[src/rtl/cache_controller_if.sv]
// Bundles the CPU request, cache-table and memory-bus signals of the cache controller.
// slave: the controller's view; master: the surrounding pipeline/table/memory view.
interface cache_controller_if #(
   parameter int TAG_W  = 27,
   parameter int IDX_W  = 3,
   parameter int DATA_W = 32
);
   localparam int ADDR_W = TAG_W + IDX_W + 2;

   // CPU side
   logic              cpu_req_i;
   logic              cpu_we_i;
   logic [ADDR_W-1:0] cpu_addr_i;
   logic [DATA_W-1:0] cpu_wdata_i;
   logic [DATA_W-1:0] cpu_rdata_o;
   logic              cpu_ready_o;
   // Cache table side
   logic              tbl_enable_o;
   logic              tbl_dirty_o;
   logic [IDX_W-1:0]  tbl_index_o;
   logic [TAG_W-1:0]  tbl_tag_o;
   logic [DATA_W-1:0] tbl_data_o;
   logic              tbl_valid_i;
   logic              tbl_dirty_i;
   logic [TAG_W-1:0]  tbl_tag_i;
   logic [DATA_W-1:0] tbl_data_i;
   // Memory side
   logic              mem_req_o;
   logic              mem_we_o;
   logic [ADDR_W-1:0] mem_addr_o;
   logic [DATA_W-1:0] mem_wdata_o;
   logic [DATA_W-1:0] mem_rdata_i;
   logic              mem_ack_i;
   // Lookup status
   logic              hit_o;
   logic              miss_o;

   modport slave (
      input  cpu_req_i, cpu_we_i, cpu_addr_i, cpu_wdata_i,
             tbl_valid_i, tbl_dirty_i, tbl_tag_i, tbl_data_i,
             mem_rdata_i, mem_ack_i,
      output cpu_rdata_o, cpu_ready_o,
             tbl_enable_o, tbl_dirty_o, tbl_index_o, tbl_tag_o, tbl_data_o,
             mem_req_o, mem_we_o, mem_addr_o, mem_wdata_o,
             hit_o, miss_o
   );

   modport master (
      output cpu_req_i, cpu_we_i, cpu_addr_i, cpu_wdata_i,
             tbl_valid_i, tbl_dirty_i, tbl_tag_i, tbl_data_i,
             mem_rdata_i, mem_ack_i,
      input  cpu_rdata_o, cpu_ready_o,
             tbl_enable_o, tbl_dirty_o, tbl_index_o, tbl_tag_o, tbl_data_o,
             mem_req_o, mem_we_o, mem_addr_o, mem_wdata_o,
             hit_o, miss_o
   );
endinterface

[src/rtl/cache_controller.sv]
// Write-back, write-allocate controller for an 8-line direct-mapped single-word cache table.
// Hits are served from the table; misses write back a dirty victim and refill over a req/ack bus.
module cache_controller #(
   parameter int TAG_W  = 27,
   parameter int IDX_W  = 3,
   parameter int DATA_W = 32
) (
   input logic                clk_i,
   input logic                rst_ni,
   cache_controller_if.slave  bus
);
   localparam int ADDR_W = TAG_W + IDX_W + 2;
   localparam int LINE_W = TAG_W + IDX_W;   // word address: {tag, index}

   localparam logic [2:0] S_IDLE      = 3'd0;
   localparam logic [2:0] S_COMPARE   = 3'd1;
   localparam logic [2:0] S_WRITEBACK = 3'd2;
   localparam logic [2:0] S_ALLOCATE  = 3'd3;
   localparam logic [2:0] S_REFILL    = 3'd4;
   localparam logic [2:0] S_DONE      = 3'd5;

   logic [2:0]        state_q, state_d;
   logic [LINE_W-1:0] line_q, line_d;
   logic              we_q, we_d;
   logic [DATA_W-1:0] wdata_q, wdata_d;
   logic [DATA_W-1:0] rdata_q, rdata_d;
   logic [DATA_W-1:0] fetch_q, fetch_d;
   logic [ADDR_W-1:0] victim_addr_q, victim_addr_d;
   logic [DATA_W-1:0] victim_data_q, victim_data_d;

   logic [TAG_W-1:0]  lat_tag;
   logic [IDX_W-1:0]  lat_idx;
   logic              hit;

   assign lat_tag = line_q[LINE_W-1:IDX_W];
   assign lat_idx = line_q[IDX_W-1:0];
   assign hit     = bus.tbl_valid_i && (bus.tbl_tag_i == lat_tag);

   // Next state and request/victim/fetch latches.
   always_comb begin
      // NOTE: every variable gets a default first so no path leaves it unassigned (no latch).
      state_d       = state_q;
      line_d        = line_q;
      we_d          = we_q;
      wdata_d       = wdata_q;
      rdata_d       = rdata_q;
      fetch_d       = fetch_q;
      victim_addr_d = victim_addr_q;
      victim_data_d = victim_data_q;
      case (state_q)
         S_IDLE: begin
            if (bus.cpu_req_i) begin
               line_d  = bus.cpu_addr_i[ADDR_W-1:2];
               we_d    = bus.cpu_we_i;
               wdata_d = bus.cpu_wdata_i;
               rdata_d = '0;   // stores complete with zero read data
               state_d = S_COMPARE;
            end
         end
         S_COMPARE: begin
            if (hit) begin
               if (!we_q) rdata_d = bus.tbl_data_i;
               state_d = S_DONE;
            end else if (bus.tbl_valid_i && bus.tbl_dirty_i) begin
               victim_addr_d = {bus.tbl_tag_i, lat_idx, 2'b00};
               victim_data_d = bus.tbl_data_i;
               state_d       = S_WRITEBACK;
            end else begin
               state_d = S_ALLOCATE;
            end
         end
         S_WRITEBACK: if (bus.mem_ack_i) state_d = S_ALLOCATE;
         S_ALLOCATE: begin
            if (bus.mem_ack_i) begin
               fetch_d = bus.mem_rdata_i;
               state_d = S_REFILL;
            end
         end
         S_REFILL: begin
            if (!we_q) rdata_d = fetch_q;
            state_d = S_DONE;
         end
         S_DONE:  state_d = S_IDLE;
         default: state_d = S_IDLE;
      endcase
   end

   // Output decode: table write strobe, memory bus and CPU handshake per state.
   always_comb begin
      bus.cpu_rdata_o  = rdata_q;
      bus.cpu_ready_o  = 1'b0;
      bus.tbl_enable_o = 1'b0;
      bus.tbl_dirty_o  = 1'b0;
      bus.tbl_index_o  = (state_q == S_IDLE) ? bus.cpu_addr_i[IDX_W+1:2] : lat_idx;
      bus.tbl_tag_o    = '0;
      bus.tbl_data_o   = '0;
      bus.mem_req_o    = 1'b0;
      bus.mem_we_o     = 1'b0;
      bus.mem_addr_o   = '0;
      bus.mem_wdata_o  = '0;
      bus.hit_o        = 1'b0;
      bus.miss_o       = 1'b0;
      case (state_q)
         S_COMPARE: begin
            bus.hit_o  = hit;
            bus.miss_o = !hit;
            if (hit && we_q) begin
               bus.tbl_enable_o = 1'b1;
               bus.tbl_tag_o    = lat_tag;
               bus.tbl_data_o   = wdata_q;
               bus.tbl_dirty_o  = 1'b1;
            end
         end
         S_WRITEBACK: begin
            bus.mem_req_o   = 1'b1;
            bus.mem_we_o    = 1'b1;
            bus.mem_addr_o  = victim_addr_q;
            bus.mem_wdata_o = victim_data_q;
         end
         S_ALLOCATE: begin
            bus.mem_req_o  = 1'b1;
            bus.mem_addr_o = {line_q, 2'b00};
         end
         S_REFILL: begin
            bus.tbl_enable_o = 1'b1;
            bus.tbl_tag_o    = lat_tag;
            bus.tbl_data_o   = we_q ? wdata_q : fetch_q;
            bus.tbl_dirty_o  = we_q;
         end
         S_DONE:  bus.cpu_ready_o = 1'b1;
         default: ;
      endcase
   end

   // State and latch registers; reset returns to IDLE with everything cleared.
   always_ff @(posedge clk_i or negedge rst_ni) begin
      // NOTE: sequential state uses non-blocking assignments so all flops update together.
      if (!rst_ni) begin
         state_q       <= S_IDLE;
         line_q        <= '0;
         we_q          <= 1'b0;
         wdata_q       <= '0;
         rdata_q       <= '0;
         fetch_q       <= '0;
         victim_addr_q <= '0;
         victim_data_q <= '0;
      end else begin
         state_q       <= state_d;
         line_q        <= line_d;
         we_q          <= we_d;
         wdata_q       <= wdata_d;
         rdata_q       <= rdata_d;
         fetch_q       <= fetch_d;
         victim_addr_q <= victim_addr_d;
         victim_data_q <= victim_data_d;
      end
   end
endmodule

[src/flat_wrapper.sv]
// flat-port wrapper written by rule: the top's interface ports become plain ports
module cache_controller_flat 
#(
   parameter int TAG_W  = 27,
   parameter int IDX_W  = 3,
   parameter int DATA_W = 32
)
  (clk_i, rst_ni, bus_cpu_req_i, bus_cpu_we_i, bus_cpu_addr_i, bus_cpu_wdata_i, bus_tbl_valid_i, bus_tbl_dirty_i, bus_tbl_tag_i, bus_tbl_data_i, bus_mem_rdata_i, bus_mem_ack_i, bus_cpu_rdata_o, bus_cpu_ready_o, bus_tbl_enable_o, bus_tbl_dirty_o, bus_tbl_index_o, bus_tbl_tag_o, bus_tbl_data_o, bus_mem_req_o, bus_mem_we_o, bus_mem_addr_o, bus_mem_wdata_o, bus_hit_o, bus_miss_o);
  cache_controller_if #(.TAG_W(TAG_W), .IDX_W(IDX_W), .DATA_W(DATA_W)) bus_i ();
  input logic clk_i;
  input logic rst_ni;
  input wire logic [$bits(bus_i.cpu_req_i)-1:0] bus_cpu_req_i;
  input wire logic [$bits(bus_i.cpu_we_i)-1:0] bus_cpu_we_i;
  input wire logic [$bits(bus_i.cpu_addr_i)-1:0] bus_cpu_addr_i;
  input wire logic [$bits(bus_i.cpu_wdata_i)-1:0] bus_cpu_wdata_i;
  input wire logic [$bits(bus_i.tbl_valid_i)-1:0] bus_tbl_valid_i;
  input wire logic [$bits(bus_i.tbl_dirty_i)-1:0] bus_tbl_dirty_i;
  input wire logic [$bits(bus_i.tbl_tag_i)-1:0] bus_tbl_tag_i;
  input wire logic [$bits(bus_i.tbl_data_i)-1:0] bus_tbl_data_i;
  input wire logic [$bits(bus_i.mem_rdata_i)-1:0] bus_mem_rdata_i;
  input wire logic [$bits(bus_i.mem_ack_i)-1:0] bus_mem_ack_i;
  output wire logic [$bits(bus_i.cpu_rdata_o)-1:0] bus_cpu_rdata_o;
  output wire logic [$bits(bus_i.cpu_ready_o)-1:0] bus_cpu_ready_o;
  output wire logic [$bits(bus_i.tbl_enable_o)-1:0] bus_tbl_enable_o;
  output wire logic [$bits(bus_i.tbl_dirty_o)-1:0] bus_tbl_dirty_o;
  output wire logic [$bits(bus_i.tbl_index_o)-1:0] bus_tbl_index_o;
  output wire logic [$bits(bus_i.tbl_tag_o)-1:0] bus_tbl_tag_o;
  output wire logic [$bits(bus_i.tbl_data_o)-1:0] bus_tbl_data_o;
  output wire logic [$bits(bus_i.mem_req_o)-1:0] bus_mem_req_o;
  output wire logic [$bits(bus_i.mem_we_o)-1:0] bus_mem_we_o;
  output wire logic [$bits(bus_i.mem_addr_o)-1:0] bus_mem_addr_o;
  output wire logic [$bits(bus_i.mem_wdata_o)-1:0] bus_mem_wdata_o;
  output wire logic [$bits(bus_i.hit_o)-1:0] bus_hit_o;
  output wire logic [$bits(bus_i.miss_o)-1:0] bus_miss_o;
  assign bus_i.cpu_req_i = bus_cpu_req_i;
  assign bus_i.cpu_we_i = bus_cpu_we_i;
  assign bus_i.cpu_addr_i = bus_cpu_addr_i;
  assign bus_i.cpu_wdata_i = bus_cpu_wdata_i;
  assign bus_i.tbl_valid_i = bus_tbl_valid_i;
  assign bus_i.tbl_dirty_i = bus_tbl_dirty_i;
  assign bus_i.tbl_tag_i = bus_tbl_tag_i;
  assign bus_i.tbl_data_i = bus_tbl_data_i;
  assign bus_i.mem_rdata_i = bus_mem_rdata_i;
  assign bus_i.mem_ack_i = bus_mem_ack_i;
  assign bus_cpu_rdata_o = bus_i.cpu_rdata_o;
  assign bus_cpu_ready_o = bus_i.cpu_ready_o;
  assign bus_tbl_enable_o = bus_i.tbl_enable_o;
  assign bus_tbl_dirty_o = bus_i.tbl_dirty_o;
  assign bus_tbl_index_o = bus_i.tbl_index_o;
  assign bus_tbl_tag_o = bus_i.tbl_tag_o;
  assign bus_tbl_data_o = bus_i.tbl_data_o;
  assign bus_mem_req_o = bus_i.mem_req_o;
  assign bus_mem_we_o = bus_i.mem_we_o;
  assign bus_mem_addr_o = bus_i.mem_addr_o;
  assign bus_mem_wdata_o = bus_i.mem_wdata_o;
  assign bus_hit_o = bus_i.hit_o;
  assign bus_miss_o = bus_i.miss_o;
  cache_controller #(.TAG_W(TAG_W), .IDX_W(IDX_W), .DATA_W(DATA_W)) u_core (.clk_i(clk_i), .rst_ni(rst_ni), .bus(bus_i));
endmodule
[config.mk]
export PLATFORM = sky130hd
export DESIGN_NAME = cache_controller_flat
export DESIGN_NICKNAME = d
export VERILOG_FILES = /design/src/rtl/cache_controller_if.sv /design/src/rtl/cache_controller.sv /design/src/flat_wrapper.sv
export SDC_FILE = /design/constraint.sdc
export NUM_CORES = 1
export LEC_CHECK = 0
export BUFFER_PORTS_ARGS = -buffer_cell sky130_fd_sc_hd__buf_2
export CAP_MARGIN = 20
export CORE_UTILIZATION = 30
export CTS_CLUSTER_DIAMETER = 120
export CTS_CLUSTER_SIZE = 8
export DETAILED_ROUTE_END_ITERATION = 10
export GPL_TIMING_DRIVEN = 0
export HOLD_SLACK_MARGIN = 0.03
export PLACE_DENSITY = 0.49
export SYNTH_ARGS = -nofsm -noshare
export SYNTH_HDL_FRONTEND = slang
export SYNTH_SLANG_ARGS = --single-unit
[constraint.sdc]
create_clock -name clk_i -period 4.25 [get_ports clk_i]
set_input_delay 0.425 -clock clk_i [delete_from_list [all_inputs] [get_ports clk_i]]
set_output_delay 0.425 -clock clk_i [all_outputs]
set_load 0.01 [all_outputs]
==> results of run 1 <==
-- repair_timing --
| item | in CTS | in global routing |
|---|---|---|
| endpoints found under the hold margin | 18 | 0 |
| setup buffers | 0 | 0 |
| hold buffers | 1 | 0 |
-- sequential cells by signal (all words and copies together) (netlist names) --
name and flops:
u_core.line_q 30, u_core.victim_addr_q 30, u_core.we_q 1, u_core.wdata_q 32, u_core.state_q 3, u_core.victim_data_q 32
u_core.fetch_q 32, u_core.bus.cpu_rdata_o 32
-- stage by stage --
step	setup TNS, ns	area [sq um]	setup slack, ns	total power [uW]	utilization [%]
floorplan	0	9620	1.68	6170	-
global route	0	12400	0.0796	10100	39.2
CTS	0	12400	0.301	9550	39.2
global placement	-162.03	11700	-0.868	7830	37.2
finish	0	12400	0.412	9400	39.2
detailed placement	0	11800	0.703	7890	37.3
-- synthesized netlist by cell type, types with 2 or more instances --
library cell  number  share of area [%]
xor2_1            14                1.3
a21boi_0          27                2.1
nor2_1            98                3.8
dfrtp_1          192                 50
or2_2             32                2.1
buf_2              8               0.42
nor3_1             3               0.16
a21oi_1           35                1.8
xnor2_1           15                1.4
nand3_1            2               0.10
inv_1             33                1.3
clkbuf_1          48                1.9
nand4_1            5               0.33
o31ai_1           32                2.5
buf_1             10               0.39
and2_1            33                2.1
nor2b_1            2               0.13
a32oi_1           32                2.9
mux2_2           160                 19
mux2i_1           30                3.1
nor4_1             4               0.26
buf_4              2               0.16
buf_6              3               0.35
nand2b_1           3               0.20
nand2_1           38                1.5
-- final cells by class --
| cell class | count | area (sq um) |
|---|---|---|
| Inverter | 33 | 124 |
| Clock inverter | 14 | 138 |
| Fill cell | 3253 | 19200 |
| Multi-Input combinational cell | 579 | 4380 |
| Clock buffer | 18 | 439 |
| Sequential cell | 192 | 4800 |
| Buffer | 72 | 312 |
| Timing Repair Buffer | 324 | 1660 |
| Antenna cell | 1 | 2.50 |
| Tap cell | 402 | 503 |
-- layer usage --
metal / track usage, % / share of wire [%]
met5: 0 / 0.034
met4: 4.54 / 1.2
met3: 6.83 / 7.0
met2: 33.1 / 48
met1: 24.6 / 44
-- kinds of logic after synthesis --
logic type / count (synthesis) / share of synthesized area [%]
and+or+nand+nor: 226 / 11.2
DFF: 192 / 49.9
muxes: 190 / 21.8
AOI/OAI and AO/OA: 132 / 9.85
buffers and inverters: 105 / 4.53
xor gates and xnor gates: 29 / 2.64
other: 1 / 0.0390
-- worst max-delay path by stage --
stage | endpoint | start | cells past startpoint
2_1_floorplan | bus_tbl_tag_o[17] | bus_tbl_tag_i[24] | 6
3_3_place_gp | u_core.victim_addr_q[10] | rst_ni | 1
3_5_place_dp | bus_tbl_tag_o[17] | bus_tbl_tag_i[21] | 9
4_1_cts | bus_tbl_tag_o[17] | u_core.line_q[24] | 8
5_1_grt | bus_tbl_tag_o[7] | u_core.line_q[5] | 7
6_report | bus_tbl_tag_o[7] | u_core.line_q[25] | 7
-- power breakdown --
part	leakage, uW	total, uW	internal [uW]	switching (uW)
Clock	0.000284	1620	798	818
Combinational	0.00329	4460	2060	2390
Sequential	0.00229	3330	2780	547
-- critical path: stages, from the launching register on --
cell	delay, ns
dfrtp_1	0.42
xnor2_1	0.23
nand4_1	0.17
nor4_1	0.73
nand4_1	0.58
clkbuf_1	0.39
a21boi_0	0.26
buf_2	0.17
==> run metrics, run 1 <==
outcome=finished, final reports clean; Crit Path Category=flip-flop to output port; Layout Nets=approximately 1400; 1st-iter DRT viols=388; RR Startpoint=u_core.state_q[0]; MaxCap Viol Count=0; Netlist Area Pre-Place=0.00962 sq mm; CTS HTree Levels=4; detailed placer's ending HPWL=24.5 mm; area grow syn2layout=28.5%; Hold Vio Cnt, Final=0; relative slew slack=between 30 and 40%; Final Slew Violations=0; via count=~7700; Detail Route Antenna Nets=0; Worst VDD drop=a little over 0.3 mV; Inst Count DP=1601; Placer Congestion=0.805; die area=0.0328 sq mm; Required @ worst endpoint=3.83 ns; Clock Path Buffers=2; total track usage=between 10% and 20%; share of layout cells above drive strength 1=45.6%; Post-synth EDFFs=0; first-pass GRT wire length=48.6 mm; drt drc=0; fin crit period=about 3.8 ns; Slew @ Worst Pin=1.04 ns; Leak=slightly below 0.006 uW; GRT Residual Overflow=0; syn_area_per_cell=11.0 sq um; commonest non-fill, non-tap cell in the layout=buf_2; Hold Slack=0.190 ns; worst r2r path cells=9; I/O pins=327; PortBufs=322; clock latency on the worst-skew pair=0.46 ns; clock skew=0.0119 ns; pwr dens=760 mW/mm^2; CP arrival=approximately 3.4 ns; post-CTS sizing=0; RR Endpoint=u_core.bus.cpu_rdata_o[21]; synth unique cells=39; Seq/Total Area, Yosys=roughly half; std cell rows=65; CTS root buf=clkbuf_16; Post-synth top flop=dfrtp_1; Mapped Cells=slightly below 900; initial antenna violation count=3; final non-filler cell total=1635; Wirelength per Cell=19.6 microns; largest net degree at the start of global routing=100; vias per std cell=4.73; TritonCTS buffer count=17; chip width=181 microns; Core Box Area=0.0316 sq mm; Die Height=181 microns; async set-reset flop share out of synthesis=100%; WHS Endpoint=u_core.fetch_q[5]; Hold Path Cell Cnt=2; period utilization=90.3%; crit start category=flip-flop; vias in the first global route=8054; Max Fclk=about 260 MHz; Sink Count=192; Synth Register Bits=192; R2R Setup Slk=1.20 ns; Pre-antenna DRT Iters=4; DRT Wirelength=32.0 mm; Final setup violation count=0; critical path endpoint category=output port; crit-path max FO=10; Tightest Hold Check Type=input pin to flip-flop; clock-pin slew on the worst setup and hold paths=roughly 0.090 ns; hold path startpoint=bus_mem_rdata_i[5]; most frequent cells in the layout=329 x buf_2, 192 x dfrtp_1, 160 x mux2_2, 98 x nor2_1, 48 x clkbuf_1; RSZ-0062 raised after global routing=no; Synth warnings=0; CTS tree=done; Initial Util=30.5%
(Power assumes the default switching activity.)
==> run 2: changes to the inputs <==
- CELL_PAD_IN_SITES_DETAIL_PLACEMENT: unset -> 1
- CELL_PAD_IN_SITES_GLOBAL_PLACEMENT: unset -> 2
- PLACE_DENSITY: 0.49 -> 0.75
==> run 2 against run 1 <==
Compared with the run above:
- combinational power up 1%
- total power grew 2.9%
- global-route usage grew 1.4 points
- register-to-register slack got worse by 0.15 ns
- hold slack improved by 0.012 ns
- critical path depth unchanged
- clock skew up 0.0022 ns
- routed wire length increased by 6.6%
- critical endpoint is now bus_tbl_dirty_o
- highest routed layer unchanged
==> run metrics, run 2 (same netlist as run 1, synthesis figures left out) <==
chip width=181 microns; Seq pwr share=34.8%; critical path endpoint category=output port; Final Cell Area=0.0125 sq mm; MaxCap Viol Count=0; Hold Vio Cnt, Final=0; Sink Count=192; Tightest Hold Check Type=input pin to flip-flop; largest net degree at the start of global routing=106; register area=0.00480 sq mm; CTS tree=done; detailed placer's ending HPWL=26.4 mm; Clk pwr share=between 10% and 20%; clock-pin slew on the worst setup and hold paths=0.08 ns; period utilization=86.8%; DRT Wirelength=34.1 mm; Initial Util=30.5%; I/O pins=327; CTS root buf=clkbuf_16; via count=7936; first-pass GRT wire length=52.6 mm; area grow syn2layout=29.4%; die area=0.0328 sq mm; Filler cells=3642; Final setup violation count=0; Detail Route Antenna Nets=0; Final Slew Violations=0; GRT Residual Overflow=0; CP arrival=3.26 ns; sw frac=between 30% and 40%; relative slew slack=about a third; vias per std cell=4.84; TritonCTS buffer count=17; Logic pwr share=between 40% and 50%; Placer Congestion=0.804; pwr dens=776 mW/mm^2; Max Fclk=271 MHz; outcome=finished, final reports clean; crit start category=flip-flop; Pre-antenna DRT Iters=4; initial antenna violation count=7; Required @ worst endpoint=3.83 ns; CTS HTree Levels=4; Layout Nets=1383; Multi-input gate area=0.00439 sq mm; std cell rows=between 60 and 70; Leak=0.00590 uW; Core Box Area=0.0316 sq mm; most frequent cells in the layout=329 x buf_2, 192 x dfrtp_1, 160 x mux2_2, 98 x nor2_1, 50 x clkbuf_1; Final Util=39.5%; RSZ-0062 raised after global routing=no; vias in the first global route=8663; total track usage=about a fifth; Slew @ Worst Pin=~0.99 ns; placed cell area=0.0118 sq mm; commonest non-fill, non-tap cell in the layout=buf_2; Switch Pwr=3800 uW; 1st-iter DRT viols=311; PortBufs=around 320; clock skew=0.0141 ns; Setup TNS=0 ns; clock latency on the worst-skew pair=0.45 ns; drt drc=0; Die Height=181 microns; Wirelength per Cell=between 20 and 25 microns; Crit Path Category=flip-flop to output port; P_int=5870 uW; Clock Path Buffers=2; share of layout cells above drive strength 1=45.6%; fin crit period=about 3.7 ns; Worst VDD drop=0.326 mV; crit-path max FO=8
-- run 2: final timing paths --
path,from,end,slack (ns),cells past startpoint
max in group asynchronous,rst_ni,u_core.victim_addr_q[8],2.67,3
hold / removal,bus_cpu_addr_i[19],u_core.line_q[17],0.20,2
setup reg to reg,u_core.state_q[0],u_core.bus.cpu_rdata_o[7],1.05,9
min in group asynchronous,rst_ni,u_core.wdata_q[10],0.55,2
setup / recovery,u_core.line_q[5],bus_tbl_dirty_o,0.56,7
hold reg to reg,u_core.victim_data_q[21],u_core.victim_data_q[21],0.50,1
-- run 2: metrics by stage --
step / setup slack, ns / power, uW / hold slack [ns] / std cells
global placement: -0.806 / 7850 / 0.481 / 1600
global route: 0.123 / 10400 / 0.184 / 1638
CTS: 0.0262 / 9810 / 0.180 / 1634
finish: 0.561 / 9670 / 0.202 / 1639
floorplan: 1.68 / 6170 / 0.129 / 876
detailed placement: 0.177 / 7980 / 0.488 / 1601
-- run 2: worst max-delay path, stage by stage, from the launching register on --
cell     delay, ns
dfrtp_1       0.46
xnor2_1       0.31
nand4_1       0.25
or4_1         0.63
buf_2         0.22
nor3_1        0.60
o21a_1        0.22
buf_2         0.12
-- run 2: cell type report --
type,instances,area share (%)
clock inverter,11,1.43
clock buffer,21,3.70
timing repair buffer,326,13.4
sequential,192,38.6
buffer,72,2.50
antenna,3,0.0603
multi-input combinational,579,35.3
inverter,33,0.995
tap,402,4.04
-- run 2: per-layer routing --
layer | share of wire [%] | GRT usage (%) | routed length [microns]
met5 | 0.17 | 0 | 58
met2 | 49 | 36.3 | 16600
met4 | 1.3 | 4.88 | 441
met3 | 6.7 | 6.67 | 2290
met1 | 43 | 26.0 | 14700
-- run 2: power by group through the flow --
stage	clock (uW)	sequential, uW	combinational (uW)
detailed placement	0	3400	4580
CTS	1850	3370	4590
global route	1910	3490	4980
floorplan	0	3280	2890
finish	1790	3370	4510
global placement	0	3360	4490
-- run 2: what timing repair did --
action	in CTS	in global routing
resized for setup	1	0
hold endpoints to repair	43	0
hold buffers	1	0
buffers inserted	0	2
endpoints found under the setup margin	3	1
pin swaps	0	1
==> run 3: changes to the inputs <==
- clock period: 4.25 -> 4.63 ns (I/O delays scaled with it)
==> run 3 against run 2 <==
Compared with the run above:
- sequential share of layout area increased by 0.070 points
- critical path type unchanged
- design area decreased by 0.18%
- hold slack got worse by 0.20 ns
- clock power decreased by 8%
- setup slack got worse by 0.14 ns
- total power decreased by 8.2%
- routed wire length decreased by 0.15%
- utilization decreased by 0.071 points
- critical endpoint is now bus_tbl_tag_o[17]
==> run metrics, run 3 (same netlist as run 1, synthesis figures left out) <==
outcome=finished, final reports clean; pwr dens=714 mW/mm^2; via count=7935; Slew @ Worst Pin=0.973 ns; Wirelength per Cell=20.8 microns; R2R Setup Slk=1.43 ns; Initial Util=between 30 and 40%; share of layout cells above drive strength 1=~46%; Crit Path Category=flip-flop to output port; Detail Route Antenna Nets=0; chip width=around 180 microns; period utilization=91.0%; initial antenna violation count=7; # hold bufs at CTS=0; CTS HTree Levels=4; commonest non-fill, non-tap cell in the layout=buf_2; CP max-delay cell=nand4_1; clock-pin slew on the worst setup and hold paths=0.07 ns; relative slew slack=35.0%; TritonCTS buffer count=17; Required @ worst endpoint=~4.2 ns; Max Fclk=about 240 MHz; CTS root buf=clkbuf_16; final non-filler cell total=1637; Core Box Area=0.0316 sq mm; CTS tree=done; CP Cell Sequence=xnor2_1 -> nand4_1 -> nor4_2 -> nand4_1 -> clkbuf_1 -> a21boi_0 -> buf_2; vias per std cell=4.85; CP dominant cell by count=nand4_1; most frequent cells in the layout=329 x buf_2, 192 x dfrtp_1, 160 x mux2_2, 98 x nor2_1, 50 x clkbuf_1; PortBufs=322; CP arrival=3.75 ns; total track usage=21.2%; Worst VDD drop=between 0.2 and 0.3 mV; DRT Wirelength=34.1 mm; Final setup violation count=0; 1st-iter DRT viols=308; Sink Count=192; area grow syn2layout=29.2%; first-pass GRT wire length=52.6 mm; Die Height=181 microns; Clock Path Buffers=2; detailed placer's ending HPWL=26.4 mm; Leak=0.00589 uW; Placer Congestion=between 0.8 and 0.9; std cell rows=65; MaxCap Viol Count=0; WP depth=7; worst r2r path cells=9; vias in the first global route=8652; critical path endpoint category=output port; largest net degree at the start of global routing=between 100 and 150; Tightest Hold Check Type=input pin to async pin; Final Util=between 30 and 40%; Hold Vio Cnt, Final=0; clock latency on the worst-skew pair=0.45 ns; clock skew=0.0139 ns; fin crit period=4.21 ns; crit start category=flip-flop; drt drc=0; GRT Residual Overflow=0; Layout Nets=about 1400; RSZ-0062 raised after global routing=no; crit-path max FO=10; CP bufs+invs=2; Pre-antenna DRT Iters=4; RR Startpoint=u_core.state_q[0]; RR Endpoint=u_core.bus.cpu_rdata_o[21]; Largest stage delay, worst path=about 0.6 ns; I/O pins=327; Inst Count DP=1601; delay-heaviest family, CP=simple AND/OR/NAND/NOR gates; Final Slew Violations=0; die area=0.0328 sq mm
run 3: worst register-to-register path, stage by stage (launching register included):
cell	delay, ns
dfrtp_1	0.32
clkbuf_1	0.20
nor4b_1	0.08
clkbuf_1	0.36
a21oi_1	0.63
nand2b_1	0.18
clkbuf_1	0.46
clkbuf_1	0.47
o31ai_1	0.21
a32oi_1	0.19
run 3: cell type report:
class,count,area [sq um]
fill,3645,19100
sequential,192,4800
multi-input combinational,579,4390
timing repair buffer,323,1650
tap,402,503
clock buffer,21,460
buffer,72,312
clock inverter,11,178
inverter,33,124
antenna,4,10.0
run 3: where the power goes:
group          internal [uW]  switching, uW  leakage, uW  total [uW]
registers               2550            537      0.00229        3090
clock network            942            703     0.000313        1650
logic                   1890           2250      0.00329        4140
run 3: worst max path at each step:
stage	to	start	slack, ns
floorplan	bus_tbl_tag_o[17]	bus_tbl_tag_i[24]	1.99
global placement	u_core.line_q[8]	rst_ni	-0.46
detailed placement	bus_tbl_tag_o[17]	bus_tbl_tag_i[2]	0.48
CTS	bus_tbl_tag_o[17]	u_core.line_q[5]	0.11
global route	bus_tbl_tag_o[17]	u_core.line_q[5]	0.30
finish	bus_tbl_tag_o[17]	u_core.line_q[5]	0.42
run 3: what timing repair did:
item                                    CTS  global route
gates resized for setup                   0             1
buffers inserted                          0             0
endpoints found under the setup margin    0             1
run 3: metal layers:
metal / vias to the layer above / routed length (microns) / track usage [%]
li1: 3718 / - / -
met1: 3935 / 14800 / 26.1
met2: 238 / 16500 / 36.1
met3: 34 / 2250 / 6.69
met4: 10 / 454 / 5.12
met5: - / 64 / 0
run 3: per-stage QoR:
| stage | setup WS [ns] | setup TNS [ns] | hold slack (ns) | total power (uW) | cell area [sq um] |
|---|---|---|---|---|---|
| floorplan | 1.99 | 0 | 0.167 | 5660 | 9620 |
| global placement | -0.464 | -85.30 | 0.481 | 7200 | 11700 |
| detailed placement | 0.481 | 0 | 0.488 | 7320 | 11800 |
| CTS | 0.114 | 0 | 0.0425 | 9000 | 12400 |
| global route | 0.304 | 0 | 0.0502 | 9530 | 12400 |
| finish | 0.419 | 0 | 0.00341 | 8870 | 12400 |
